## config.mk

```make
export PLATFORM = sky130hd
export DESIGN_NAME = fetch_unit
export DESIGN_NICKNAME = d
export VERILOG_FILES = /design/src/rtl/fetch_unit.sv
export SDC_FILE = /design/constraint.sdc
export NUM_CORES = 1
export LEC_CHECK = 0
export ABC_AREA = 1
export CAP_MARGIN = 20
export CORE_MARGIN = 2
export CORE_UTILIZATION = 51
export CTS_CLUSTER_SIZE = 28
export DETAILED_ROUTE_END_ITERATION = 6
export PLACE_DENSITY = 0.78
export SYNTH_ARGS = -nofsm -noshare
export SYNTH_HDL_FRONTEND = slang
export SYNTH_SLANG_ARGS = --single-unit
```

## constraint.sdc

```tcl
create_clock -name clk -period 3.35 [get_ports clk]
set_input_delay 1.005 -clock clk [delete_from_list [all_inputs] [get_ports clk]]
set_output_delay 1.005 -clock clk [all_outputs]
set_load 0.02 [all_outputs]
```

## src/rtl/fetch_unit.sv

```systemverilog
// Instruction-fetch stage: owns the pc, pairs registered imem data with its pc and queues it toward decode.
// Optional FETCH_PERF_EN enables the perf_fetched / perf_squashed counters; otherwise both read as zero.
module fetch_unit #(
    parameter int unsigned     PC_W     = 32,
    parameter logic [PC_W-1:0] RESET_PC = '0
) (
    input  logic            clk,
    input  logic            rst,
    output logic [PC_W-1:0] imem_pc,
    input  logic [31:0]     imem_instr,
    input  logic            redirect_valid,
    input  logic [PC_W-1:0] redirect_pc,
    input  logic            dec_ready,
    output logic            if_valid,
    output logic [PC_W-1:0] if_pc,
    output logic [31:0]     if_instruction,
    output logic [31:0]     perf_fetched,
    output logic [31:0]     perf_squashed
);

    typedef struct packed {
        logic [PC_W-1:0] pc;
        logic [31:0]     instr;
    } entry_t;

    logic [PC_W-1:0] pc_q, pc_d;
    logic [PC_W-1:0] pc_inflight_q, pc_inflight_d;
    logic            inflight_q, inflight_d;
    logic [1:0]      count_q, count_d;
    entry_t          ent_q [2];
    entry_t          ent_d [2];

    logic            pop;
    logic            issue;
    logic [2:0]      occupancy;
    entry_t          new_ent;

    assign imem_pc        = pc_q;
    assign if_valid       = (count_q != 2'd0);
    assign if_pc          = ent_q[0].pc;
    assign if_instruction = ent_q[0].instr;

    // Entry 0 is always the head; it keeps its contents after the last pop so if_* hold when empty.
    always_comb begin
        pop       = if_valid & dec_ready;
        occupancy = {1'b0, count_q} + {2'b00, inflight_q} - {2'b00, pop};
        issue     = !redirect_valid && (occupancy < 3'd2);
        new_ent   = '{pc: pc_inflight_q, instr: imem_instr};

        pc_d          = pc_q;
        pc_inflight_d = pc_inflight_q;
        inflight_d    = issue;
        count_d       = count_q;
        ent_d[0]      = ent_q[0];
        ent_d[1]      = ent_q[1];

        if (issue) begin
            pc_d          = pc_q + PC_W'(1);
            pc_inflight_d = pc_q;
        end

        if (redirect_valid) begin
            pc_d    = redirect_pc;
            count_d = 2'd0;
        end else begin
            case ({inflight_q, pop})
                2'b10: begin
                    if (count_q == 2'd0) ent_d[0] = new_ent;
                    else                 ent_d[1] = new_ent;
                    count_d = count_q + 2'd1;
                end
                2'b01: begin
                    if (count_q == 2'd2) ent_d[0] = ent_q[1];
                    count_d = count_q - 2'd1;
                end
                2'b11: begin
                    if (count_q == 2'd1) begin
                        ent_d[0] = new_ent;
                    end else begin
                        ent_d[0] = ent_q[1];
                        ent_d[1] = new_ent;
                    end
                end
                default: ;
            endcase
        end
    end

    always_ff @(posedge clk) begin
        if (rst) begin
            pc_q          <= RESET_PC;
            pc_inflight_q <= '0;
            inflight_q    <= 1'b0;
            count_q       <= 2'd0;
            ent_q[0]      <= '0;
            ent_q[1]      <= '0;
        end else begin
            pc_q          <= pc_d;
            pc_inflight_q <= pc_inflight_d;
            inflight_q    <= inflight_d;
            count_q       <= count_d;
            ent_q[0]      <= ent_d[0];
            ent_q[1]      <= ent_d[1];
        end
    end

`ifdef FETCH_PERF_EN
    logic [31:0] perf_fetched_q, perf_fetched_d;
    logic [31:0] perf_squashed_q, perf_squashed_d;

    // A pop coinciding with a redirect is discarded, so it is counted as squashed rather than delivered.
    always_comb begin
        perf_fetched_d  = perf_fetched_q + {31'd0, pop & !redirect_valid};
        perf_squashed_d = perf_squashed_q;
        if (redirect_valid)
            perf_squashed_d = perf_squashed_q + {30'd0, count_q} + {31'd0, inflight_q};
    end

    always_ff @(posedge clk) begin
        if (rst) begin
            perf_fetched_q  <= 32'd0;
            perf_squashed_q <= 32'd0;
        end else begin
            perf_fetched_q  <= perf_fetched_d;
            perf_squashed_q <= perf_squashed_d;
        end
    end

    assign perf_fetched  = perf_fetched_q;
    assign perf_squashed = perf_squashed_q;
`else
    assign perf_fetched  = 32'd0;
    assign perf_squashed = 32'd0;
`endif

endmodule

```

### Yosys cells after proc, flatten, opt, wreduce, memory -nomap -nowiden

Memory sizes are Yosys's and may differ from the RTL's.
Index checks and enable logic that the tools add are counted.

* register bits: 67
* latch bits: 0
* bits in writable memories: 128
* ROM bits: 0
* bits of input ports: 68
* output and inout bits: 161
* logic and storage cells: 42
* memories kept: 1

Memory list
* ent_q: words 2, bits a word 64, read ports 2, clocked after Yosys merged registers in 0, wr ports 2, line 30 `entry_t ent_q [2];`

* $add $sub $neg: 5
* multiply operators: 0
* divide/modulo/power cells: 0
* order comparisons: 1
* eq/ne operators: 5
* shifts and indexed selects: 0
* multiplexer cells: 16
* bitwise gates (word level): 3
* reduce and logical (&&, ||, !) cells: 7

Operators by type and width (count)
* 64-bit 2-to-1 mux: 7
* 64-bit case mux with 3 select lines: 1
* 128-bit 2-to-1 mux: 1
* 64-bit case mux with 2 select lines: 1
* 32-bit 2-to-1 mux: 2
* 32-bit by 1-bit adder with 32-bit output (second input constant): 1
* 2-bit == test (second input constant): 3
* 2-bit nonzero test: 3
* 2-bit by 1-bit == test with 1-bit output (second input constant): 2
* 2-bit case mux with 2 select lines: 1
* 2-bit by 1-bit adder with 3-bit output: 1
* 3-bit by 2-bit < comparator with 1-bit output (second input constant): 1
* 1-bit 2-to-1 mux: 3
* 3-bit by 1-bit subtractor with 3-bit output: 1
* 2-bit by 1-bit adder with 2-bit output (second input constant): 1
* 2-bit zero test: 1
* 1-bit OR: 2
* 2-bit OR reduction: 1
* 2-bit by 1-bit subtractor with 2-bit output (second input constant): 1
* 1-bit bitwise AND: 1
* 1-bit logical AND: 1
* 1-bit zero test: 1

### Longest topological paths before layout

* depth after elaboration: 7
* mapped depth: 20
* gate-level depth less buffers: 19

### Least setup slack after synthesis

Ideal clock, no wire load.

* path kind: input to register
* from: in dec_ready
* to: reg pc_inflight_q[23]
* library setup time: 0.116 ns
* data arrival time: 2.885 ns
* data required time: 3.234 ns
* slack: 0.349 ns
* stages: 13
* buffers on the path: 2
* cell sequence: inv_1 nor2_4 inv_1 nor2_1 nor2_1 nor2_1 inv_1 fa_1 nand3_4 inv_2 buf_4 buf_4 o211a_1

* longest elaborated chain between the ends: 4

RTL lines
* start, declared: line 13 `input logic dec_ready,`
* 1-bit bitwise AND: line 45 `pop = if_valid & dec_ready;`
* 3-bit by 1-bit subtractor with 3-bit output: line 46 `occupancy = {1'b0, count_q} + {2'b00, inflight_q} - {2'b00, pop};`
* 3-bit by 2-bit < comparator with 1-bit output: line 47 `issue = !redirect_valid && (occupancy < 3'd2);`
* 1-bit logical AND: line 47
* end signal, assigned: line 99 `pc_inflight_q <= pc_inflight_d;`
* end, declared: line 27 `logic [PC_W-1:0] pc_inflight_q, pc_inflight_d;`

No other way between the ends.
A chain may end at the register's enable or synchronous reset.

### Worst setup path in the final report

* from: in dec_ready
* to: reg pc_q[19], in the netlist imem_pc[19]

* longest elaborated chain between the ends: 5

RTL lines
* 1-bit bitwise AND: line 45
* 3-bit by 1-bit subtractor with 3-bit output: line 46
* 3-bit by 2-bit < comparator with 1-bit output: line 47
* 1-bit logical AND: line 47
* 2-bit nonzero test (no line)
* end signal, assigned: line 98 `pc_q <= pc_d;`
* end, declared: line 26 `logic [PC_W-1:0] pc_q, pc_d;`

No other way between the ends.

==> results_dict.tcl <==
set metrics [dict create \
    place_inst 1760 \
    ant_nets 0 \
    fin_util_pct 62.5 \
    pin_count 229 \
    hp-class "reg -> reg" \
    fp.dieW_um 143 \
    vias 8707 \
    syn_to_final_growth_pct 19.7 \
    rows 50 \
    synth_common_cells "nand2_1, dfxtp_1, a21oi_1" \
    drive_above_1_share_pct 6.52 \
    hold_viol 0 \
    fin_crit_ns 3.10 \
    synth_ff_type "dfxtp_1" \
    portBuffers 164 \
    required_ns 3.71 \
    holdWs_ns 0.447 \
    antenna_found_initial 1 \
    drv_slew 0 \
    numCtsBuffers 17 \
    rr_endpoint "imem_pc[19]" \
    cellLeakagePower_uw 0.00458 \
    comb_power_share_pct 19.0 \
    routed_wl_mm 24.0 \
    synth_most_common_cell "nand2_1" \
    synth_cells 1432 \
    clock.fmax_mhz 323 \
    cts_root_buffer "clkbuf_16" \
    skew_ns 0.00933 \
    ys_seq_area_share_pct 39.7 \
    p_seq_share_pct 44.4 \
    rsz0062_at_grt "no" \
    status "finished clean" \
    synthesis.area_um2 9840 \
    tightest_slew_ns 0.994 \
    synth_edf_count 0 \
    htreeDepth 4 \
    place_congestion 0.913 \
    instances_no_fill 1794 \
    die_area_um2 20400 \
    reg2reg_slack_ns 0.54 \
    p_switching_uw 1720 \
    dpl.hpwl_mm 16.9 \
    grt_pass1_wl_mm 38.3 \
    grt-ovfl-total 0 \
    maxCapViolations 0 \
    crit_path_start_kind "input port" \
    path_clk_slew_ns 0.07 \
    viasPerCell 4.85 \
    die_h_um 143 \
    sw_frac_of_total_pct 29.9 \
    cts_hold_buf 0 \
    finalCritPeriodShare_pct 92.5 \
    cts_num_sinks 195 \
    r2r_start "count_q[1]" \
    firstDrtPassIters 5 \
    min_path_cells 2 \
    cts_resized 0 \
    vdd_drop_max_mv 0.336 \
    power_density_nw_per_um2 488 \
    crit_arrival_ns 3.46 \
    yosys-top-cells-area "dfxtp_1, nand2_1, buf_4" \
    clock_path_buffers 2 \
    syn_area_per_cell_um2 6.87 \
    r2r_cells 16 \
    holdPathEnd "ent_q[0][93]" \
    power_uw 5750 \
    ys_warn_count 0 \
    grt_max_degree 87 \
    clkPwrFrac_pct 36.6 \
    endpoint_kind "register" \
    fillers 1668 \
    synth_area_leader_cell "dfxtp_1" \
    crit_fanout 33 \
    post_synth_num_cell_types 31 \
    core_um2 18800 \
    drt-initial-drc-count 668 \
    cts_setup_buffers 0 \
    finalSetupViolCount 0 \
    synth-seq-cells 195 \
    grt_pass1_vias 7790 \
    wl_per_cell_um 13.4 \
    initial_core_util_pct 52.2 \
    synth_top_area_share_pct 39.7 \
    async_reset_ff_share_pct 0 \
    p_int_uw 4030 \
    insertion_delay_ns 0.43 \
    min-delay-start "ent_q[0][93]" \
    grt_use_total_pct 23.6 \
    num-nets-final 1593 \
    slew_headroom_pct 33.7 \
    cts_tree "done" \
    crit_type "in -> reg" \
    drcViolationCount 0 \
]
-- kinds of logic (layout without fill, tap and decap cells) --
family,Yosys count,after routing,share of synthesized area (%)
buf+inv,345,383,19.3
other cells,1,65,0.0381
fa+ha+maj,5,5,0.712
compound gates,326,326,16.9
xor+xnor,13,13,1.16
simple gates,547,547,22.2
flops,195,195,39.7
-- metrics by stage --
step | setup TNS [ns] | area, um^2 | setup WS (ns)
2_1_floorplan | 0 | 10100 | 0.349
3_3_place_gp | -0.275 | 11100 | -0.0741
3_5_place_dp | -5.21 | 11100 | -0.169
4_1_cts | 0 | 11800 | 0.268
5_1_grt | 0 | 11800 | 0.00461
6_report | 0 | 11800 | 0.250
-- power groups by stage --
stage,combinational [uW],clock [uW],sequential (uW)
2_1_floorplan,698,0,2610
4_1_cts,1080,2130,2550
6_report,1090,2100,2550
3_5_place_dp,1080,0,2600
3_3_place_gp,1050,0,2600
5_1_grt,1200,2230,2570
-- worst max-delay path, cell delays in order --
cell and delay, ns:
clkdlybuf4s50_1 0.45, inv_1 0.07, nor2_4 0.10, inv_1 0.06, nor2_1 0.13, nor2_1 0.05
nor2_1 0.13, inv_1 0.08, fa_1 0.63, nand3_4 0.14, inv_2 0.12, buf_12 0.18
nand2_1 0.06, nor2_1 0.11, nor2_1 0.05, nor2_1 0.07
-- cells in the final DEF (no fill, tap or decap), drive strengths merged --
cell | Yosys | routed
clkdlybuf4s50 | 0 | 163
a21oi | 151 | 151
nor3 | 3 | 3
xor2 | 12 | 12
bufinv | 0 | 2
clkbuf | 25 | 17
nand4 | 1 | 1
inv | 141 | 148
ha | 4 | 4
diode | 0 | 1
nand3 | 39 | 39
xnor2 | 1 | 1
conb | 1 | 64
nor2 | 102 | 102
o21ai | 165 | 165
nand2 | 399 | 399
o211a | 2 | 2
fa | 1 | 1
buf | 179 | 47
dfxtp | 195 | 195
nand3b | 3 | 3
a211oi | 6 | 6
clkinv | 0 | 6
a31oi | 2 | 2
-- how the worst max path moves through the flow --
stage / startpoint / to / slack [ns] / cells past startpoint
3_5_place_dp: dec_ready / imem_pc[19] / -0.17 / 16
4_1_cts: dec_ready / imem_pc[19] / 0.27 / 16
6_report: dec_ready / imem_pc[19] / 0.25 / 16
3_3_place_gp: dec_ready / imem_pc[19] / -0.07 / 16
5_1_grt: dec_ready / imem_pc[19] / 0.005 / 19
2_1_floorplan: dec_ready / pc_inflight_q[23] / 0.35 / 13
-- flip-flops by register name, summed over array words and instances (netlist names) --
register / flops
pc_inflight_q: 32
count_q: 2
imem_pc: 32
inflight_q: 1
ent_q: 128
-- metal layers --
layer	track usage [%]	part of all wire [%]	up-vias
met1	31.9	45	3895
li1	-	-	4504
met2	37.5	46	274
met3	4.46	6.5	34
met5	0	0	-
met4	8.65	2.1	0
-- cell type report --
cell class | instances | area (um^2) | share of cell area (%)
Sequential cell | 195 | 3900 | 33.2
Antenna cell | 1 | 2.50 | 0.0213
Tap cell | 260 | 325 | 2.76
Timing Repair Buffer | 210 | 2110 | 17.9
Clock buffer | 17 | 425 | 3.61
Inverter | 141 | 529 | 4.50
Clock inverter | 15 | 190 | 1.62
Multi-Input combinational cell | 955 | 4290 | 36.4
(Power assumes the default switching activity.)
